[src/rtl/apb_i2c_completer.sv]
// APB completer for the I2C controller register file: CTRL, SADDR, STATUS,
// and the TX/RX byte FIFOs that connect to the I2C byte engine.
// Every access takes one SETUP-state cycle, then WAIT_STATES ACCESS cycles
// with pready=0, then one completing ACCESS cycle with pready=1. Side effects
// commit only on that completing cycle.
module apb_i2c_completer #(
    parameter int ADDR_W      = 8,
    parameter int DATA_W      = 8,
    parameter int WAIT_STATES = 1,
    parameter int FIFO_DEPTH  = 4
) (
    input  logic              clk,
    input  logic              rst,
    input  logic              psel,
    input  logic              penable,
    input  logic              pwrite,
    input  logic [ADDR_W-1:0] paddr,
    input  logic [DATA_W-1:0] pwdata,
    output logic [DATA_W-1:0] prdata,
    output logic              pready,
    output logic              pslverr,
    output logic [DATA_W-1:0] tx_data,
    output logic              tx_valid,
    input  logic              tx_ready,
    input  logic [DATA_W-1:0] rx_data,
    input  logic              rx_valid,
    output logic              ctrl_en,
    output logic [6:0]        saddr,
    output logic              irq
);

    localparam int              AW       = $clog2(FIFO_DEPTH);
    localparam int              CW       = AW + 1;
    localparam logic [CW-1:0]   FULL_CNT = CW'(FIFO_DEPTH);
    localparam logic [3:0]      WS_CNT   = 4'(WAIT_STATES);

    typedef enum logic [1:0] {
        ST_IDLE   = 2'd0,
        ST_SETUP  = 2'd1,
        ST_ACCESS = 2'd2
    } state_e;

    state_e            state_q, state_d;
    logic [3:0]        wait_q, wait_d;

    logic              en_q, en_d;
    logic              irq_en_q, irq_en_d;
    logic [6:0]        saddr_q, saddr_d;
    logic              ovf_q, ovf_d;

    logic [DATA_W-1:0] tx_mem_q [FIFO_DEPTH];
    logic [DATA_W-1:0] rx_mem_q [FIFO_DEPTH];
    logic [AW-1:0]     tx_wr_q, tx_wr_d, tx_rd_q, tx_rd_d;
    logic [AW-1:0]     rx_wr_q, rx_wr_d, rx_rd_q, rx_rd_d;
    logic [CW-1:0]     tx_cnt_q, tx_cnt_d, rx_cnt_q, rx_cnt_d;

    logic [2:0]        offset;
    logic [4:0]        status;
    logic              tx_empty, tx_full, rx_empty, rx_full;
    logic              tx_pop, tx_push, rx_pop, rx_push;
    logic              ctrl_we, saddr_we, ovf_clr, ovf_set;
    logic              unused_paddr;

    // Only the low three address bits take part in the decode.
    assign offset       = paddr[2:0];
    assign unused_paddr = ^paddr[ADDR_W-1:3];

    assign tx_empty = (tx_cnt_q == '0);
    assign tx_full  = (tx_cnt_q == FULL_CNT);
    assign rx_empty = (rx_cnt_q == '0);
    assign rx_full  = (rx_cnt_q == FULL_CNT);
    assign status   = {ovf_q, rx_full, rx_empty, tx_full, tx_empty};

    // The engine side runs independently of the APB handshake. A push into a
    // full FIFO still lands when a pop frees a slot in the same cycle.
    assign tx_pop  = !tx_empty && tx_ready;
    assign rx_push = rx_valid && (!rx_full || rx_pop);
    assign ovf_set = rx_valid && rx_full && !rx_pop;

    assign tx_valid = !tx_empty;
    assign tx_data  = tx_empty ? '0 : tx_mem_q[tx_rd_q];
    assign ctrl_en  = en_q;
    assign saddr    = saddr_q;
    assign irq      = irq_en_q && (!rx_empty || ovf_q);

    // Handshake FSM state register.
    // NOTE: sequential state uses non-blocking assignments so every flop samples pre-edge values.
    always_ff @(posedge clk) begin
        if (rst) begin
            state_q <= ST_IDLE;
            wait_q  <= '0;
        end else begin
            state_q <= state_d;
            wait_q  <= wait_d;
        end
    end

    // Handshake FSM next-state logic and wait counter.
    // NOTE: every combinational output gets a default first, so no path can infer a latch.
    always_comb begin
        state_d = state_q;
        wait_d  = wait_q;
        case (state_q)
            ST_IDLE: begin
                if (psel && !penable) state_d = ST_SETUP;
            end
            ST_SETUP: begin
                state_d = ST_ACCESS;
                wait_d  = '0;
            end
            ST_ACCESS: begin
                if (!psel) begin
                    state_d = ST_IDLE;
                end else if (wait_q == WS_CNT) begin
                    state_d = (psel && !penable) ? ST_SETUP : ST_IDLE;
                end else begin
                    wait_d = wait_q + 4'd1;
                end
            end
            default: state_d = ST_IDLE;
        endcase
    end

    // Handshake outputs and register-map decode of the completing cycle.
    always_comb begin
        pready   = (state_q == ST_ACCESS) && psel && (wait_q == WS_CNT);
        prdata   = '0;
        pslverr  = 1'b0;
        ctrl_we  = 1'b0;
        saddr_we = 1'b0;
        ovf_clr  = 1'b0;
        tx_push  = 1'b0;
        rx_pop   = 1'b0;
        if (pready) begin
            case (offset)
                3'd0: begin
                    if (pwrite) ctrl_we = 1'b1;
                    else        prdata  = DATA_W'({irq_en_q, en_q});
                end
                3'd1: begin
                    if (pwrite) saddr_we = 1'b1;
                    else        prdata   = DATA_W'(saddr_q);
                end
                3'd2: begin
                    if (pwrite) ovf_clr = pwdata[4];
                    else        prdata  = DATA_W'(status);
                end
                3'd3: begin
                    if (!pwrite || (tx_full && !tx_pop)) pslverr = 1'b1;
                    else                                 tx_push = 1'b1;
                end
                3'd4: begin
                    if (!pwrite && !rx_empty) begin
                        rx_pop = 1'b1;
                        prdata = rx_mem_q[rx_rd_q];
                    end else begin
                        pslverr = 1'b1;
                    end
                end
                default: pslverr = 1'b1;
            endcase
        end
    end

    // Next-state values for the control registers and FIFO pointers.
    always_comb begin
        en_d     = en_q;
        irq_en_d = irq_en_q;
        saddr_d  = saddr_q;
        if (ctrl_we) begin
            en_d     = pwdata[0];
            irq_en_d = pwdata[1];
        end
        if (saddr_we) saddr_d = pwdata[6:0];
        // A fresh overflow beats a same-cycle clear.
        ovf_d = ovf_q;
        if (ovf_clr) ovf_d = 1'b0;
        if (ovf_set) ovf_d = 1'b1;
        tx_wr_d  = tx_push ? tx_wr_q + AW'(1) : tx_wr_q;
        tx_rd_d  = tx_pop  ? tx_rd_q + AW'(1) : tx_rd_q;
        rx_wr_d  = rx_push ? rx_wr_q + AW'(1) : rx_wr_q;
        rx_rd_d  = rx_pop  ? rx_rd_q + AW'(1) : rx_rd_q;
        tx_cnt_d = tx_cnt_q + CW'(tx_push) - CW'(tx_pop);
        rx_cnt_d = rx_cnt_q + CW'(rx_push) - CW'(rx_pop);
    end

    // Control registers, sticky overflow flag and FIFO pointers.
    always_ff @(posedge clk) begin
        if (rst) begin
            en_q     <= 1'b0;
            irq_en_q <= 1'b0;
            saddr_q  <= '0;
            ovf_q    <= 1'b0;
            tx_wr_q  <= '0;
            tx_rd_q  <= '0;
            rx_wr_q  <= '0;
            rx_rd_q  <= '0;
            tx_cnt_q <= '0;
            rx_cnt_q <= '0;
        end else begin
            en_q     <= en_d;
            irq_en_q <= irq_en_d;
            saddr_q  <= saddr_d;
            ovf_q    <= ovf_d;
            tx_wr_q  <= tx_wr_d;
            tx_rd_q  <= tx_rd_d;
            rx_wr_q  <= rx_wr_d;
            rx_rd_q  <= rx_rd_d;
            tx_cnt_q <= tx_cnt_d;
            rx_cnt_q <= rx_cnt_d;
        end
    end

    // FIFO storage writes.
    // NOTE: storage has no reset; empty counts and the zeroed tx_data view hide stale entries.
    always_ff @(posedge clk) begin
        if (tx_push) tx_mem_q[tx_wr_q] <= pwdata;
        if (rx_push) rx_mem_q[rx_wr_q] <= rx_data;
    end

endmodule
[config.mk]
export PLATFORM = sky130hd
export DESIGN_NAME = apb_i2c_completer
export DESIGN_NICKNAME = d
export VERILOG_FILES = /design/src/rtl/apb_i2c_completer.sv
export SDC_FILE = /design/constraint.sdc
export NUM_CORES = 1
export LEC_CHECK = 0
export CAP_MARGIN = 30
export CORE_MARGIN = 2
export CORE_UTILIZATION = 50
export DETAILED_ROUTE_END_ITERATION = 7
export GPL_TIMING_DRIVEN = 0
export PLACE_DENSITY_LB_ADDON = 0.12
export SETUP_SLACK_MARGIN = 0.15
export SLEW_MARGIN = 20
export SYNTH_ARGS = -nofsm -noshare
export SYNTH_HDL_FRONTEND = slang
export SYNTH_SLANG_ARGS = --single-unit
[constraint.sdc]
create_clock -name clk -period 6.4 [get_ports clk]
set_input_delay 1.28 -clock clk [delete_from_list [all_inputs] [get_ports clk]]
set_output_delay 1.28 -clock clk [all_outputs]
set_load 0.03 [all_outputs]
# Word-level counts from Yosys, hierarchy flattened
# Memory sizes are Yosys's and may differ from the RTL's. A register that Yosys moved wholly into a read port is not among the register bits.
# Index checks and enable logic that the tools add are counted.
dict set report word_totals {
  mem_count 2
  mem_bits_rw 64
  regBits 30
  input_bits 31
  out_inout_bits 28
  wordCells 108
}
# memory words word_bits rd rd_clocked_by_memory_dff write_ports line
set mem_list {}
lappend mem_list {rx_mem_q 4 8 1 1 1 52} ;# logic [DATA_W-1:0] rx_mem_q [FIFO_DEPTH];
lappend mem_list {tx_mem_q 4 8 1 1 1 51} ;# logic [DATA_W-1:0] tx_mem_q [FIFO_DEPTH];
dict set report op_classes {
  add_sub_neg 9
  muxes 43
  reduce_logical 29
  n_eq_ne 13
}
# op n
set op_table {}
lappend op_table {{$pmux W8 S4} 1}
lappend op_table {{$mux W1} 24}
lappend op_table {{$mux W8} 3}
lappend op_table {{$mux W2} 8}
lappend op_table {{$logic_and A1 B1 Y1} 10}
lappend op_table {{$eq A3 B3 Y1 const B} 3}
lappend op_table {{$logic_not A3 Y1} 3}
lappend op_table {{$add A2 B1 Y2 const B} 4}
lappend op_table {{$mux W4} 2}
lappend op_table {{$pmux W4 S2} 1}
lappend op_table {{$logic_not A1 Y1} 7}
lappend op_table {{$mux W7} 1}
lappend op_table {{$add A3 B1 Y3} 2}
lappend op_table {{$eq A3 B2 Y1 const B} 2}
lappend op_table {{$ne A2 B2 Y1 const B} 3}
lappend op_table {{$pmux W2 S3} 1}
lappend op_table {{$sub A3 B1 Y3} 2}
lappend op_table {{$mux W5} 1}
lappend op_table {{$add A4 B1 Y4 const B} 1}
lappend op_table {{$eq A4 B1 Y1 const B} 1}
lappend op_table {{$reduce_bool A2 Y1} 2}
lappend op_table {{$eq A3 B1 Y1 const B} 1}
lappend op_table {{$logic_or A1 B1 Y1} 3}
lappend op_table {{$ne A3 B3 Y1 const B} 1}
lappend op_table {{7 further kinds} 7}

# Logic depth before layout (Yosys ltp)
dict set report depth {
  ltp_word 11
  depth_mapped 14
  mapped_depth_nobuf 13
}

# Least setup slack after synthesis
# Ideal clock, no wire load.
dict set report synth_timing {
  kind {in2out}
  startpoint {input port paddr[1]}
  endpoint {output port prdata[7]}
  arrival_time_ns 2.660
  path_buffers 2
  path_stages 6
  setup_slack_ns 2.460
  cell_sequence {clkbuf_8 maj3_1 or3_4 buf_6 nor2b_4 and2_1}
}
dict set report synth_between {
  elab_chain_cells 3
  elab_cells_between_ends 6
}
# item line
set synth_rtl {}
lappend synth_rtl {{start: declaration} 17} ;# input logic [ADDR_W-1:0] paddr,
lappend synth_rtl {{$eq A3 B3 Y1 (tied with other cells)} 135} ;# case (offset)
lappend synth_rtl {{$pmux W8 S4 (*)} 135}
lappend synth_rtl {{$mux W8 (*)} 134} ;# if (pready) begin
lappend synth_rtl {{end: declaration} 19} ;# output logic [DATA_W-1:0] prdata,
# Mark *: on every way between the ends. The rest lies on a longest branch, timed or not.

# Final worst setup path
dict set report layout_timing {
  startpoint {input port paddr[2]}
  endpoint {output port prdata[7]}
}
# The elaborated chain is that of the path after synthesis.

==> impl_results.md <==
- CTS tree: done
- Remaining DRCs: 0
- Detailed Routing Iterations Pass 1: 4
- Clock power share: 25.2%
- Worst-Skew Late Latency: 360 ps
- Slew margin rel.: 55.7%
- Die ar.: 9300 µm²
- Syn_nets: 350
- Met1 WL: 3.42 mm
- Cell depth of the worst flop-to-flop path: 13
- Share of cells above drive strength 1: 12.7%
- Startpoint types: primary input
- Pins over their slew limit: 0
- CTS clk-pin slew, worst paths: 90 ps
- Cell count after placement: 458
- Seq/Total Area, Yosys: 60.9%
- Pre-CTS setup slack: 1300 ps
- IO Pins: 59
- Flop-to-flop setup slack: 3270 ps
- H-tree level count: 3
- Hold slack final: 504 ps
- Combinational share of power: 25.7%
- Net Sw Power: 458 µW
- Post-CTS sizing: 0
- Cts hold-fix bufs: 0
- Util after Layout: 61.7%
- Clock sinks: 98
- Critical path arrival: 3810 ps
- DP HPWL: 5.95 mm
- Worst Hold Depth: 2
- Final WL: 8.09 mm
- Maximum VDD drop: 135 µV
- Die Ht: 96.5 µm
- Worst Max-Slew Pin Slew: 664 ps
- Synth Area in Compound Gates: 3.66%
- Int Pwr: 1.05 mW
- Vias: 2532
- Pleak: 1.80 nW
- FF-to-FF Start: wait_q[0]
- Die W: 96.5 µm
- Max_cap viols: 0
- Crit share post-route: 79.6%
- Routability cong.: 0.767
- Min-Delay Startpoint: ovf_q
- Largest net degree at the start of global routing: 20
- Clock tree buffer depth: 2
- PwrDens: 296 nW/µm²
- Layout area overhead: 19.3%
- CP Capture Type: output port
- Final Hold Vio Count: 0
- Synth warn: 0
- Synthesized area: 4270 µm²
- Synth Flop Type: edfxtp_1
- Diode count: 0
- Antenna-violating nets left: 0
- Cell Count, Final, Fillers Out: 474
- Synth Area in XOR/XNOR: 1.64%
- Register bit total from synthesis: 98
- Vias in the first global route: 2551
- # Post-CTS Setup Buffers: 0
- Post-synthesis simple-gate area fraction: 12.7%
- Initial core utilization: 51.8%
- Final setup margin: 1310 ps
- WL met2: 4.20 mm
- Mean post-synth cell area: 14.1 µm²
- Vias per std cell: 5.34
- Worst Setup Path Type: primary input to output port
- Asr flop ratio synth: 0%
- Avg WL per Cell: 17.1 µm
- Synth unique cells: 48
- R2r endpoint: rx_cnt_q[2]
- Post-synth EDFFs: 64
- Finish-stage setup viols: 0
- Switching share of power: 30.4%
- Unrepaired setup endpoints after global routing: false
- Status: complete, no violations
- Total grt overflow: 0
- Setup TNS: 0 ps
- CTS Buf Count: 9
- CP required: 5120 ps
- Fin Clk Skew: 13.2 ps
- Final net count: 411
- Hold Path Class: register to register
- All-Layer GR Usage: 18.7%
- Min-Delay Endpoint: ovf_q
- Mux share of post-synthesis cell area: 12.8%
- Initial antenna violation count: 0
- Core ar.: 8260 µm²
- # rows: 33
- Clk root buf: clkbuf_8
- DR iter-0 viols: 93
- Highest metal used: met4
- Routed wl met3: 295 µm
- Post-route minimum period: 5090 ps
- Max frequency: 0.196 GHz
- Flop pwr share: 49.1%
- Adder-cell share of the synthesized area: 5.27%
- First-pass GRT wire length: 12.6 mm
- Largest family of logic cells by synthesized area: multiplexers
- Number of cells produced by synthesis: 303
- IO buf count: 50
- CP max FO: 9
## area by class of cell
| cell class | instances | area, µm² |
|---|---|---|
| sequential | 98 | 2600 |
| tap | 105 | 131 |
| fill | 685 | 3160 |
| inverter | 14 | 52.6 |
| clock buffer | 9 | 124 |
| buffer | 13 | 77.6 |
| multi-input combinational | 178 | 1540 |
| clock inverter | 7 | 68.8 |
| timing repair buffer | 50 | 500 |
## worst max path at each step
stage	end	cells after the start	slack (ps)	start
2_1_floorplan	prdata[7]	6	2460	paddr[1]
4_1_cts	prdata[7]	7	1280	paddr[2]
3_3_place_gp	prdata[7]	7	1310	paddr[2]
6_report	prdata[7]	7	1310	paddr[2]
3_5_place_dp	prdata[7]	7	1300	paddr[2]
5_1_grt	prdata[7]	7	1120	paddr[2]
## cell usage in the layout (no fill, tap or decap), drive strengths merged, types with 4 or more instances in the layout
cell type and instances:
edfxtp 64, nand2 4, a21oi 4, clkbuf 19
mux4 16, clkdlybuf4s50 50, nand2b 6, a22oi 5
and2 19, nand3 6, or3 4, nor2 33
inv 17, xnor2 4, dfxtp 34, ha 14
nor2b 8, or3b 4, mux2i 14, mux2 4
xor2 4
## registers in the layout, indices dropped and copies added (netlist names), named ones only
signal	flops
state_q	2
tx_cnt_q	3
rx_mem_q	32
saddr	7
tx_rd_q	2
irq_en_q	1
wait_q	4
rx_rd_q	2
tx_mem_q	32
ctrl_en	1
tx_wr_q	2
rx_cnt_q	3
rx_wr_q	2
ovf_q	1
## cell families (layout without fill, tap and decap cells)
family                   after synthesis  after routing
flip-flops                            98             98
buffers and inverters                 27             93
adder cells (fa/ha/maj)               17             17
XOR/XNOR                               8              8
multiplexers                          34             34
AND/OR/NAND/NOR                       96             96
AO/OA/AOI/OAI                         23             23
## power groups by stage
stage               Sequential (mW)  Combinational (mW)  Clock [mW]
floorplan                     0.748               0.260           0
global placement              0.752               0.381           0
detailed placement            0.754               0.392           0
CTS                           0.740               0.394       0.389
global route                  0.745               0.424       0.412
finish                        0.740               0.388       0.380
## cell usage after synthesis (2+ instances only)
cell type  number  area, µm²
mux2_2          3       33.8
fa_1            2       40.0
xnor2_1         4       35.0
nor3_1          3       15.0
or3_1           3       18.8
mux4_2         16        360
nand2b_1        6       37.5
a32oi_1         2       17.5
a21oi_1         4       20.0
nor2_1         33        124
edfxtp_1       64       1920
nand4_1         2       12.5
or3b_2          3       26.3
a22oi_1         5       37.5
nand3_1         6       30.0
nor2b_1         7       43.8
clkbuf_8        2       27.5
nand2_1         4       15.0
clkbuf_1        8       30.0
o22ai_1         3       18.8
and2_1         19        119
o21ai_0         2       10.0
ha_1           14        175
inv_1          14       52.6
o2bb2ai_1       2       17.5
dfxtp_1        34        681
xor2_1          4       35.0
mux2i_1        14        140
## metrics by stage
stage	total power [mW]	cell area, µm²
after floorplan	1.01	4270
after global placement	1.13	4910
after detailed placement	1.15	4910
after CTS	1.52	5100
after global routing	1.58	5100
final	1.51	5100
## layer usage
metal	up-vias	track usage (%)
met5	-	0
met4	0	7.98
met3	14	3.26
met2	50	33.2
met1	1242	22.5
li1	1226	-
## worst max-delay path, stage by stage
cell and delay, ps:
clkdlybuf4s50_1 580, nor4b_1 470, and2_1 190, buf_2 200
nor2b_4 250, and2_1 160, clkdlybuf4s50_1 670
Power figures use the tool's default switching activity.
